<file path="config.mk">
export PLATFORM = sky130hd
export DESIGN_NAME = hamming_enc_sched
export DESIGN_NICKNAME = d
export VERILOG_FILES = /design/src/rtl/hamming_sched_pkg.sv /design/src/rtl/hamming_rr_arb.sv /design/src/rtl/hamming_enc_sched.sv
export SDC_FILE = /design/constraint.sdc
export NUM_CORES = 1
export LEC_CHECK = 0
export BUFFER_PORTS_ARGS = -buffer_cell sky130_fd_sc_hd__clkbuf_2
export CORE_MARGIN = 10
export CORE_UTILIZATION = 45
export CTS_CLUSTER_DIAMETER = 150
export DETAILED_ROUTE_END_ITERATION = 10
export GPL_ROUTABILITY_DRIVEN = 1
export GPL_TIMING_DRIVEN = 1
export MAX_ROUTING_LAYER = met4
export PLACE_DENSITY = 0.75
export SYNTH_ARGS = -nofsm -noshare
export SYNTH_HDL_FRONTEND = slang
export SYNTH_SLANG_ARGS = --single-unit
</file>
<file path="constraint.sdc">
create_clock -name iclk -period 6.56 [get_ports iclk]
set_input_delay 0.328 -clock iclk [delete_from_list [all_inputs] [get_ports iclk]]
set_output_delay 0.328 -clock iclk [all_outputs]
set_load 0.02 [all_outputs]
</file>
<file path="src/rtl/hamming_sched_pkg.sv">
// Shared types and frame-geometry helpers for the hamming encoder scheduler.
// Geometry is a function of the check-bit count and the extended-code flag.
package hamming_sched_pkg;

    typedef enum logic [1:0] {IDLE, DATA, CHECK} state_t;

    // Payload bits of a (2^r-1, 2^r-1-r) hamming code.
    function automatic int calc_k(input int r);
        return (1 << r) - 1 - r;
    endfunction

    // Frame length; the extended code appends one overall parity bit.
    function automatic int calc_n(input int r, input int ext);
        return (ext != 0) ? (1 << r) : (1 << r) - 1;
    endfunction

endpackage

</file>
<file path="src/rtl/hamming_rr_arb.sv">
// Combinational round-robin arbiter: first requester at or above iptr, with wrap-around.
// Outputs a one-hot grant, its index and a found flag.
module hamming_rr_arb #(
    parameter int pN_REQ = 4,
    parameter int pIDX_W = $clog2(pN_REQ)
) (
    input  logic [pN_REQ-1:0] ireq,
    input  logic [pIDX_W-1:0] iptr,
    output logic [pN_REQ-1:0] ognt,
    output logic [pIDX_W-1:0] oidx,
    output logic              ofound
);

    logic [pIDX_W:0] sum;
    logic [pIDX_W-1:0] cand;

    always_comb begin
        oidx   = '0;
        ofound = 1'b0;
        sum    = '0;
        cand   = '0;
        // Walk offsets from far to near so the nearest hit is the last one written.
        for (int k = pN_REQ - 1; k >= 0; k--) begin
            sum = {1'b0, iptr} + (pIDX_W + 1)'(k);
            if (sum >= (pIDX_W + 1)'(pN_REQ)) begin
                sum = sum - (pIDX_W + 1)'(pN_REQ);
            end
            cand = sum[pIDX_W-1:0];
            if (ireq[cand]) begin
                oidx   = cand;
                ofound = 1'b1;
            end
        end
        ognt = ofound ? (pN_REQ'(1) << oidx) : '0;
    end

endmodule

</file>
<file path="src/rtl/hamming_enc_sched.sv">
// Round-robin front end for a shared serial hamming encoder: grants one requester,
// serializes its word LSB-first and generates sop/val/eop/eof/tag framing.
module hamming_enc_sched
    import hamming_sched_pkg::*;
#(
    parameter int pR     = 6,
    parameter int pEXT   = 1,
    parameter int pN_REQ = 4,
    parameter int pTAG_W = 2,
    localparam int cK    = calc_k(pR),
    localparam int cN    = calc_n(pR, pEXT)
) (
    input  logic                 iclk,
    input  logic                 ireset,
    input  logic                 iclkena,
    input  logic [pN_REQ-1:0]    ireq_val,
    input  logic [pN_REQ*cK-1:0] ireq_dat,
    output logic [pN_REQ-1:0]    oreq_rdy,
    output logic                 oenc_sop,
    output logic                 oenc_val,
    output logic                 oenc_eop,
    output logic                 oenc_eof,
    output logic [pTAG_W-1:0]    oenc_tag,
    output logic                 oenc_dat,
    output logic                 obusy
);

    localparam int cIW = $clog2(pN_REQ);
    localparam int cCW = $clog2(cN + 1);

    localparam logic [cCW-1:0] cCNT_LAST  = cCW'(cN - 1);
    localparam logic [cCW-1:0] cCNT_K     = cCW'(cK);
    localparam logic [cCW-1:0] cCNT_KLAST = cCW'(cK - 1);
    localparam logic [cIW-1:0] cPTR_LAST  = cIW'(pN_REQ - 1);

    state_t              state_q, state_d;
    logic [cCW-1:0]      cnt_q, cnt_d, cnt_inc;
    logic [cIW-1:0]      ptr_q, ptr_d;
    logic [cK-1:0]       sreg_q, sreg_d;
    logic [pN_REQ-1:0]   rdy_q, rdy_d;
    logic                sop_q, sop_d;
    logic                val_q, val_d;
    logic                eop_q, eop_d;
    logic                eof_q, eof_d;
    logic [pTAG_W-1:0]   tag_q, tag_d;
    logic                dat_q, dat_d;
    logic                busy_q, busy_d;

    logic [pN_REQ-1:0]   arb_gnt;
    logic [cIW-1:0]      arb_idx;
    logic                arb_found;
    logic [cK-1:0]       win_word;
    logic                frame_last;
    logic                arb_en;

    hamming_rr_arb #(
        .pN_REQ (pN_REQ),
        .pIDX_W (cIW)
    ) u_arb (
        .ireq   (ireq_val),
        .iptr   (ptr_q),
        .ognt   (arb_gnt),
        .oidx   (arb_idx),
        .ofound (arb_found)
    );

    always_comb begin
        win_word = '0;
        for (int i = 0; i < pN_REQ; i++) begin
            if (arb_gnt[i]) begin
                win_word = ireq_dat[i*cK +: cK];
            end
        end
    end

    always_comb begin
        state_d    = state_q;
        cnt_d      = cnt_q;
        ptr_d      = ptr_q;
        sreg_d     = sreg_q;
        rdy_d      = '0;
        sop_d      = 1'b0;
        val_d      = 1'b0;
        eop_d      = 1'b0;
        eof_d      = 1'b0;
        tag_d      = tag_q;
        dat_d      = dat_q;
        cnt_inc    = cnt_q + 1'b1;
        frame_last = (state_q == CHECK) && (cnt_q == cCNT_LAST);
        arb_en     = (state_q == IDLE) || frame_last;

        if (arb_en && arb_found) begin
            // Grant: the registered outputs present frame cycle 0 on the next cycle.
            state_d = DATA;
            cnt_d   = '0;
            rdy_d   = arb_gnt;
            ptr_d   = (arb_idx == cPTR_LAST) ? '0 : arb_idx + 1'b1;
            tag_d   = pTAG_W'(arb_idx);
            sreg_d  = win_word >> 1;
            dat_d   = win_word[0];
            sop_d   = 1'b1;
            val_d   = 1'b1;
            eop_d   = (cCNT_KLAST == '0);
        end else if (arb_en) begin
            state_d = IDLE;
        end else begin
            cnt_d = cnt_inc;
            val_d = 1'b1;
            if (cnt_inc < cCNT_K) begin
                state_d = DATA;
                dat_d   = sreg_q[0];
                sreg_d  = sreg_q >> 1;
                eop_d   = (cnt_inc == cCNT_KLAST);
            end else begin
                // Zero bits let the encoder shift its check bits out.
                state_d = CHECK;
                dat_d   = 1'b0;
                eof_d   = (cnt_inc == cCNT_LAST);
            end
        end

        busy_d = (state_d != IDLE);
    end

    always_ff @(posedge iclk or negedge ireset) begin
        if (!ireset) begin
            state_q <= IDLE;
            cnt_q   <= '0;
            ptr_q   <= '0;
            sreg_q  <= '0;
            rdy_q   <= '0;
            sop_q   <= 1'b0;
            val_q   <= 1'b0;
            eop_q   <= 1'b0;
            eof_q   <= 1'b0;
            tag_q   <= '0;
            dat_q   <= 1'b0;
            busy_q  <= 1'b0;
        end else if (iclkena) begin
            state_q <= state_d;
            cnt_q   <= cnt_d;
            ptr_q   <= ptr_d;
            sreg_q  <= sreg_d;
            rdy_q   <= rdy_d;
            sop_q   <= sop_d;
            val_q   <= val_d;
            eop_q   <= eop_d;
            eof_q   <= eof_d;
            tag_q   <= tag_d;
            dat_q   <= dat_d;
            busy_q  <= busy_d;
        end
    end

    assign oreq_rdy = rdy_q;
    assign oenc_sop = sop_q;
    assign oenc_val = val_q;
    assign oenc_eop = eop_q;
    assign oenc_eof = eof_q;
    assign oenc_tag = tag_q;
    assign oenc_dat = dat_q;
    assign obusy    = busy_q;

endmodule

</file>
# Yosys cells after proc, flatten, opt, wreduce, memory -nomap -nowiden
# Index checks and enable logic that the tools add are counted.
# totals
ff_bits	80
inputBits	235
output_inout_bits	12
# classes
add_sub_neg	9
magnitude_cmp	9
eq_ne	6
shift	1
mux	47
reduce_logical	9
# ops
op	count
57-bit 2-to-1 mux	7
2-bit 2-to-1 mux	12
7-bit by 6-bit equality test with 1-bit output (second input constant)	3
1-bit 2-to-1 mux	20
7-bit 2-to-1 mux	2
2-bit by 3-bit < comparator with 1-bit output (second input constant)	4
3-bit >= comparator (second input constant)	3
1-bit binary-select mux with 2-bit select	4
4-bit 2-to-1 mux	2
2-bit by 1-bit subtractor with 2-bit output (second input constant)	4
7-bit by 1-bit adder with 7-bit output (second input constant)	1
7-bit by 6-bit < comparator with 1-bit output (second input constant)	1
2-bit by 2-bit adder with 3-bit output (second input constant)	2
2-bit equality test (second input constant)	2
2-bit AND reduction	2
2-bit nonzero test	2
1-bit by 2-bit left shift with 4-bit output (first input constant)	1
2-bit by 1-bit adder with 3-bit output (second input constant)	1
2-bit by 3-bit >= comparator with 1-bit output (second input constant)	1
3-bit AND reduction	1
2-bit by 1-bit adder with 2-bit output (second input constant)	1
1-bit logical AND	2
2-bit zero test	1
2-bit by 1-bit inequality test with 1-bit output (second input constant)	1
1-bit logical OR	1

# Logic depth before layout (Yosys ltp)
# Gate-level depths: netlist of run 1.
# logic_depth
depth_word	16
mapped_depth	13
ltp_nobuf	11

# By module
# A second synthesis of run 1 with hierarchy kept.
# hier_totals
cells_unflattened	688
area_unflattened_um2	5908.2
# modules_own_cells
mod	n_inst	cells_per_inst	area_per_inst_um2	seq_area_each_um2
hamming_enc_sched	1	659	5725.5	1976.9
hamming_rr_arb	1	29	182.7	0.0

# Worst setup path before layout of run 1
# OpenSTA, ideal clock, no wires.
# synth_timing
path_type	register to register
start	register ptr_q[1]
end	register sreg_q[55]
setup_ns	0.128
arrival_ns	2.537
required_time_ns	6.432
setup_slack_ns	3.896
path_stages_with_launch	12
path_cell_list	dfrtp_1 nand2b_1 and3_1 a311oi_1 inv_1 ha_1 clkbuf_1 clkbuf_1 clkbuf_1 o21ai_0 a21oi_1 mux2_1
# synth_via
elab_chain_len	16
elab_cells_between_ends	42
classes_between	add/sub (7); order compare (4); eq/ne (1); shift (1); mux (26); reduce/logical (3)
# synth_lines
element	line_no	source
start, declared	hamming_enc_sched.sv:38	logic [cIW-1:0] ptr_q, ptr_d;
start signal, assigned	hamming_enc_sched.sv:142	ptr_q <= ptr_d;
2-bit by 2-bit adder with 3-bit output	hamming_rr_arb.sv:24	sum = {1'b0, iptr} + (pIDX_W + 1)'(k);
3-bit >= comparator or 2-bit by 1-bit subtractor with 2-bit output (tied branches)	hamming_rr_arb.sv:25, hamming_rr_arb.sv:26	
2-bit 2-to-1 mux	hamming_rr_arb.sv:25	if (sum >= (pIDX_W + 1)'(pN_REQ)) begin
1-bit binary-select mux with 2-bit select	hamming_rr_arb.sv:29	if (ireq[cand]) begin
1-bit 2-to-1 mux (not written as such)	hamming_rr_arb.sv:29	
2-bit 2-to-1 mux (3 in series)	hamming_rr_arb.sv:29	
2-bit 2-to-1 mux (*)	hamming_rr_arb.sv:29	
via arb_idx[0]	hamming_enc_sched.sv:50	logic [cIW-1:0] arb_idx;
1-bit by 2-bit left shift with 4-bit output (*)	hamming_rr_arb.sv:34	ognt = ofound ? (pN_REQ'(1) << oidx) : '0;
4-bit 2-to-1 mux (*)	hamming_rr_arb.sv:34	
57-bit 2-to-1 mux (3 in series)	hamming_enc_sched.sv:70	if (arb_gnt[i]) begin
57-bit 2-to-1 mux (*)	hamming_enc_sched.sv:70	
57-bit 2-to-1 mux (*)	hamming_enc_sched.sv:92	if (arb_en && arb_found) begin
end signal, assigned	hamming_enc_sched.sv:143	sreg_q <= sreg_d;
end, declared	hamming_enc_sched.sv:39	logic [cK-1:0] sreg_q, sreg_d;
# The timed path passes the listed nets; every way through them passes the cells marked *. The select of a mux whose other input is x is not followed.
# A chain may end at the register's enable or synchronous reset.

# Worst setup path after layout of run 1
# layout_timing
start	register ptr_q[1]
end	register sreg_q[15]
# Same word-level chain as after synthesis.

==> impl_results.md, run 1 <==
- Pins Over Slew Limit: 0
- Sw power: about 1200 µW
- Setup CP Type: reg -> reg
- DP HPWL: 14,000 µm
- Final Setup Violations: 0
- EDFF count, synth: 0
- Mapped cell area: approximately 6200 µm²
- Area grow syn2layout: 25.5%
- Drt wl/cell: ~16 µm
- Period utilization: roughly 55%
- Die Y: about 140 µm
- Post-CTS setup buffer count: 0
- Largest family of logic cells by synthesized area: compound AO/OA/AOI/OAI gates
- Cells after DPL: 1,182
- Simple-gate share of the synthesized area: ~7.2%
- Register bit total from synthesis: 79
- 1st-pass router iterations: 4
- WP buf/inv: 1
- Crit-path most repeated cell: a21oi_1
- Avg Inst Size Synth: 7.47 µm²
- Switching Share: 41.7%
- Synth unique cells: 46
- Share of cells above drive strength 1: 27.9%
- Proportion of synthesized area in mux cells: between 10% and 20%
- Crit path DAT: 3.81 ns
- Critical path destination: sreg_q[15]
- Final std cell area, no fill: ~7700 µm²
- Syn_nets: between 1,000 and 1,500
- Worst reg2reg path startpoint: ptr_q[1]
- Peak supply drop: approximately 190 µV
- R2r setup slk: just under 3 ns
- Initial Util: a little under half
- Vias in the first global route: 6,381
- Comb power frac: 55.7%
- Crit path launch: ptr_q[1]
- Post-Synth XOR/XNOR Area: less than 1%
- RSZ-0062 raised after global routing: no
- Clock root buffer: clkbuf_16
- Power Dens Cells: approximately 380 nW/µm²
- Clock sink count: just under 80
- Maximum fanout along the worst path: between 50 and 60
- Routability Congestion: between 0.8 and 0.9
- Max Root-Sink Buffers: 2
- Total GRT Usage: roughly 20%
- Synth Warn #: 0
- Crit start category: flip-flop
- Die X: between 100 and 150 µm
- Final wirelength: about 19,000 µm
- Status: completed
- Worst-Margin Slew: between 1 and 1.5 ns
- Slowest stage delay, CP: around 0.84 ns
- Asr flop ratio synth: between 90% and 100%
- Clk pwr share: 18.1%
- H-tree Lvls: 3
- First-pass GRT wire length: 30,500 µm
- Final ANT Viol Nets: 0
- # DRC: 0
- Final Skew: 0.00685 ns
- Largest net degree at the start of global routing: about 120
- Cell Count, Final, Fillers Out: around 1,200
- Nets@finish: between 1,000 and 1,500
- Seq/Total Area, Yosys: 32.1%
- Crit path max-delay family: compound AO/OA/AOI/OAI gates
- Port-buffer cells: roughly 250
- Top_reg_cell synth: dfrtp_1
- Critical-path top delay cell: a311oi_1
- Post-Synth Adder-Cell Area: under 10%
- # diodes: 0
- Worst-Skew Late Latency: between 0.3 and 0.4 ns
- Compound-Gate Fraction of Synth Area: 36.1%
- Reg power frac: between 20% and 30%
- Rows: between 40 and 50
- CP endpoint kind: flip-flop
- Power Internal: roughly 1700 µW
- Total of cells resized after clock tree synthesis: 0
- First DRT Iteration DRCs: 419
- Critical path required time: 6.73 ns
- TNS Setup: 0 ns
- Most frequent cells in the layout: clkbuf_2, a21oi_1, inv_1
- Period minus WS final: 3.64 ns
- Beginning of the worst hold path: iclkena
- Final hold violation count: 0
- Die area: 18,800 µm²
- HP Class: in -> reg
- Vias post-DR: between 6,000 and 7,000
- Leak: roughly 0.004 µW
- CP Depth: 9
- Overflow after GRT: 0
- CTS clk-pin slew, worst paths: 0.06 ns
- Maximum clock rate: 0.275 GHz
- Worst r2r path cells: 9
- Core Footprint: between 10,000 and 15,000 µm²
- Antenna violations before repair: 0
- Commonest non-fill, non-tap cell in the layout: clkbuf_2
- CTS tree: done
- I/O pins: between 200 and 250
- Num CTS Buffers: 9
- Placed inst area: about 7400 µm²
- Syn Inst Count: about 820
- Via density: between 5 and 6
- Crit-path cells: nand2b_1, and3_1, a311oi_1, ha_4, buf_4, a21oi_1, a22o_1, a21oi_1, mux2i_1
- Max-Cap Viols: 0
- Reg2reg end: sreg_q[15]
- Worst slew margin: roughly 22%
- Min Hold Slack: between 0.3 and 0.4 ns
## metrics by stage
stage / util, % / total power, µW / setup WS, ns
finish: 57.9 / 2910 / 2.92
global route: 57.9 / 3200 / 2.64
CTS: 57.9 / 2950 / 2.94
detailed placement: 55.5 / 2400 / 2.96
global placement: 55.5 / 2370 / 3.02
floorplan: - / 2030 / 3.90
## power groups by stage
| stage | Combinational [µW] | Sequential [µW] | Clock [µW] |
|---|---|---|---|
| 2_1_floorplan | 1270 | 759 | 0 |
| 3_3_place_gp | 1600 | 765 | 0 |
| 3_5_place_dp | 1630 | 772 | 0 |
| 4_1_cts | 1640 | 764 | 544 |
| 5_1_grt | 1860 | 786 | 560 |
| 6_report | 1620 | 764 | 529 |
## what timing repair did
action	in CTS	in global routing
endpoints found under the setup margin	0	0
hold endpoints to repair	37	0
hold buffers	1	0
## worst min-delay path by stage
stage	depth (start not counted)	slack [ns]	endpoint
floorplan	0	0.03	cnt_q[0]
global route	2	0.40	oenc_eop
finish	2	0.38	oenc_eop
global placement	1	0.32	oenc_eof
CTS	2	0.36	oenc_eop
detailed placement	1	0.32	oenc_eof
## cells by family (layout without fill, tap and decap cells)
logic type                 count (synthesis)  after routing
DFF                                       79             79
buffers and inverters                    193            391
xor gates and xnor gates                   1              1
muxes                                     62             62
AOI/OAI and AO/OA                        379            379
and+or+nand+nor                          103            103
adders and majority gates                  7              7
## state kept, by name (all words and copies together) (netlist names)
signal	count
oenc_sop	1
oenc_eop	1
oenc_tag	2
cnt_q	7
sreg_q	56
oreq_rdy	4
obusy	1
oenc_val	1
oenc_dat	1
ptr_q	2
state_q	2
oenc_eof	1
## synthesized netlist by cell type, drive strengths merged (6+ instances only)
| cell type | n | area share [%] |
|---|---|---|
| a21oi | 229 | 19 |
| inv | 121 | 7.4 |
| dfrtp | 79 | 32 |
| nand2 | 79 | 4.8 |
| o21ai | 72 | 5.9 |
| mux2i | 58 | 9.4 |
| a22o | 56 | 8.0 |
| clkbuf | 54 | 3.3 |
| buf | 18 | 2.2 |
| ha | 7 | 1.4 |
| nor2 | 6 | 0.37 |
| o2bb2ai | 6 | 0.85 |
## metal layers
layer | GRT usage (%) | vias up | wire, µm
li1 | - | 3243 | -
met1 | 24.6 | 2926 | 8330
met2 | 33.9 | 187 | 9280
met3 | 3.34 | 19 | 1090
met4 | 5.80 | 0 | 281
met5 | - | - | 0
## worst reg2reg max path: cells and delay by family, from the launching register on
kind / cells / cell delay (ns)
flip-flops: 1 / 0.41
buffers and inverters: 1 / 0.63
adder cells (fa/ha/maj): 1 / 0.64
AND/OR/NAND/NOR: 2 / 0.35
AO/OA/AOI/OAI: 4 / 1.36
multiplexers: 1 / 0.09
## final cells by class
class	instances	area (µm²)
multi-input combinational	552	3460
clock inverter	4	70.1
fill	1297	5620
sequential	79	1980
inverter	121	454
tap	176	220
clock buffer	11	243
timing repair buffer	255	1300
Note: power is estimated with default switching activity, not from simulation.
==> run 2, diff against run 1 <==
Settings changed: ABC_AREA set to 1, PLACE_DENSITY 0.75 to 0.72.
Clock period 6.56 ns to 3.6 ns, I/O delays scaled along.
==> run 2 against run 1 <==
Net effect:
- the run now ends with negative hold slack left
- via count up 32%
- routed wire length up 25%
- worst hold slack worse by 0.39 ns
- critical path depth up 7
- worst setup slack worse by 2.6 ns
- clock skew up 0.0015 ns
- combinational power rose to 4.6 times the previous value
- critical path type unchanged
- highest routed layer unchanged
==> impl_results.md, run 2 <==
- Status: complete, but fails checks
- Failing checks: negative hold slack
- Max-Cap Viols: 0 (unchanged)
- Crit start category: flip-flop
- Pins Over Slew Limit: 0 (unchanged)
- Total GRT Usage: 21.2% (+0.99 points)
- Biggest register: sreg_q
- Seq/Total Area, Yosys: 26.6% (-5.5 points)
- Period utilization: 89.8% (+34 points)
- DP HPWL: 17,100 µm (+22%)
- Most frequent cells in the layout: nand2_1, nor2_1, clkbuf_2
- Core Footprint: 16,100 µm² (+20%)
- RSZ-0062 raised after global routing: no
- Top-count cell post-synth: nand2_1
- Worst-Skew Late Latency: 0.34 ns (about the same)
- Vias post-DR: 8,439 (+32%)
- Area grow syn2layout: 19.8%
- Share of Yosys cell area claimed by the top area cell type: 26.6% (-5.5 points)
- Critical-path top delay cell: dfrtp_1
- CTS tree: done
- Nets@finish: 1,755 (+39%)
- Hold Buf Count CTS: 0 (-1)
- Clk pwr share: 8.8% (-9.3 points)
- Top_reg_cell synth: dfrtp_1
- Area contributors post-synth: dfrtp_1, nand2_1, nor2_1
- Via density: 4.87 (-8.5%)
- Register bit total from synthesis: 79 (unchanged)
- Worst-Margin Slew: 1.04 ns (-0.132 ns)
- Fillers: 1,712 (+32%)
- # DRC: 0 (unchanged)
- Power Dens Cells: 1110 nW/µm² (+190%)
- Max Root-Sink Buffers: 2 (unchanged)
- Syn Inst Count: 1,338 (+62%)
- Period minus WS final: 3.23 ns (-0.403 ns)
- Final Setup Violations: 0 (unchanged)
- Port-buffer cells: 246 (unchanged)
- Crit-path most repeated cell: nand2_1
- Critical path required time: 3.85 ns (-2.88 ns)
- Drt wl/cell: 13.7 µm (-14%)
- 1st-pass router iterations: 5 (+1)
- Final hold violation count: 3 (+3)
- Commonest non-fill, non-tap cell in the layout: nand2_1
- Total of cells resized after clock tree synthesis: 0 (unchanged)
- Tot Pwr: 9870 µW (+240%)
- Rows: 46 (+9.5%)
- Post-CTS setup buffer count: 0 (unchanged)
- Vias in the first global route: 7,889 (+24%)
- Synth unique cells: 32 (-30%)
- Die X: 149 µm (+8.4%)
- Avg Inst Size Synth: 5.55 µm² (-26%)
- First DRT Iteration DRCs: 472 (+13%)
- CP endpoint kind: flip-flop
- # diodes: 0 (unchanged)
- Antenna violations before repair: 0 (unchanged)
- Comb power frac: 75.6% (+20 points)
- Crit-path cells: inv_4, nand2_1, nand2_1, nor2_1, inv_1, nand2_1, o21ai_0, o21ai_0, inv_1, ha_1, inv_2, buf_4, nor2_1, nor2_1, nand2_1, a21oi_1
- I/O pins: 247 (unchanged)
- Switching Share: 56.6% (+15 points)
- H-tree Lvls: 3 (unchanged)
- Sw power: 5580 µW (+360%)
- Routability Congestion: 0.881 (-0.44%)
- Final ANT Viol Nets: 0 (unchanged)
- HP Class: in -> async
- Leak: 0.00542 µW (+34%)
- Worst slew margin: 30.6% (+8.8 points)
- Maximum fanout along the worst path: 25 (-57%)
- Final Skew: 0.00839 ns (+0.00154 ns)
- Cell taking the most area after synthesis: dfrtp_1
- Share of cells above drive strength 1: 20.2% (-7.7 points)
- Maximum clock rate: 0.309 GHz (+12%)
- Die area: 22,100 µm² (+18%)
- Overflow after GRT: 0 (unchanged)
- CTS clk-pin slew, worst paths: 0.06 ns (about the same)
- Clock sink count: 79 (unchanged)
- TNS Setup: 0 ns (unchanged)
- Synth Warn #: 0 (unchanged)
- Clock root buffer: clkbuf_16
- Asr flop ratio synth: 100% (unchanged)
- Crit path max-delay family: buffers and inverters
- Crit path DAT: 3.49 ns (-0.32 ns)
- Initial Util: 46.3% (+0.15 points)
- Largest net degree at the start of global routing: 171 (+47%)
- Die Y: 149 µm (+8.4%)
- First-pass GRT wire length: 38,400 µm (+26%)
- Final wirelength: 23,800 µm (+25%)
- Num CTS Buffers: 9 (unchanged)
- EDFF count, synth: 0 (unchanged)
- Reg power frac: 15.6% (-11 points)
- Max reg flops: 56 (unchanged)
- Synth top cells by count: nand2_1, nor2_1, inv_1
- Mapped cell area: 7430 µm² (+21%)
- WP buf/inv: 5 (+4)
- Peak supply drop: 826 µV (+350%)
- Syn_nets: 1,580 (+48%)
- Power Internal: 4290 µW (+150%)
- Min Hold Slack: -0.0129 ns (-0.391 ns)
- Slowest stage delay, CP: 0.51 ns (-0.33 ns)
- Setup CP Type: reg -> reg
-- run 2: changes by cell type in the layout (fill, tap and decap cells not counted), moves of 7 or more --
| cell | previous run | this run |
|---|---|---|
| a21oi_2 | 0 | 8 |
| mux2i_1 | 58 | 0 |
| a21oi_1 | 229 | 105 |
| o21ai_0 | 70 | 14 |
| nor2_1 | 5 | 287 |
| nand2_1 | 78 | 345 |
| nand2_2 | 1 | 8 |
| a22o_1 | 56 | 2 |
| nand3_1 | 2 | 180 |
| inv_1 | 121 | 181 |
-- run 2: layout make-up --
type | count | area [µm²] | share of cell area (%)
multi-input combinational | 975 | 4280 | 48.1
sequential | 79 | 1980 | 22.2
timing repair buffer | 262 | 1390 | 15.6
inverter | 186 | 701 | 7.87
tap | 216 | 270 | 3.04
clock buffer | 10 | 239 | 2.68
clock inverter | 6 | 46.3 | 0.520
-- run 2: through the flow --
step                      cell area [µm²]  setup slack (ns)  cells  util (%)  hold WS [ns]
after floorplan                      7430             0.934   1338         -        -0.116
after global placement               8620             0.508   1718      53.7         0.416
after detailed placement             8620             0.370   1718      53.7         0.430
after CTS                            8900             0.341   1734      55.4        0.0692
after global routing                 8900           0.00302   1734      55.4         0.108
final                                8900             0.367   1734      55.4       -0.0129
-- run 2: worst paths after layout --
kind,endpoint,startpoint,cells past startpoint,slack (ns)
setup / recovery,sreg_q[28],ptr_q[0],16,0.37
hold / removal,sreg_q[48],ireset,1,-0.01
setup reg to reg,sreg_q[28],ptr_q[0],16,0.37
hold reg to reg,oenc_tag[1],oenc_tag[1],2,0.49
max in group asynchronous,sreg_q[30],ireset,1,2.90
min in group iclk,sreg_q[8],ireq_dat[180],5,0.21
-- run 2: power groups by stage --
stage	combinational [µW]	sequential [µW]	clock, µW
after floorplan	5900	1520	0
after global placement	7410	1530	0
after detailed placement	7510	1550	0
after CTS	7540	1540	885
after global routing	8650	1590	930
final	7460	1540	868
-- run 2: metal layers --
| metal | share of wire [%] | routed length (µm) | global-route usage, % |
|---|---|---|---|
| met4 | 1.3 | 308 | 5.05 |
| met5 | 0 | 0 | - |
| met2 | 46 | 10800 | 34.2 |
| met3 | 7.5 | 1790 | 3.97 |
| met1 | 46 | 10800 | 27.0 |
-- run 2: kinds of logic (layout without fill, tap and decap cells) --
family                     Yosys count  count (layout)  synth area share (%)
buffers and inverters              284             464                  16.3
DFF                                 79              79                  26.6
adders and majority gates            7               7                  1.18
xor gates and xnor gates             1               1                 0.118
AOI/OAI and AO/OA                  139             139                  10.3
and+or+nand+nor                    828             828                  45.5
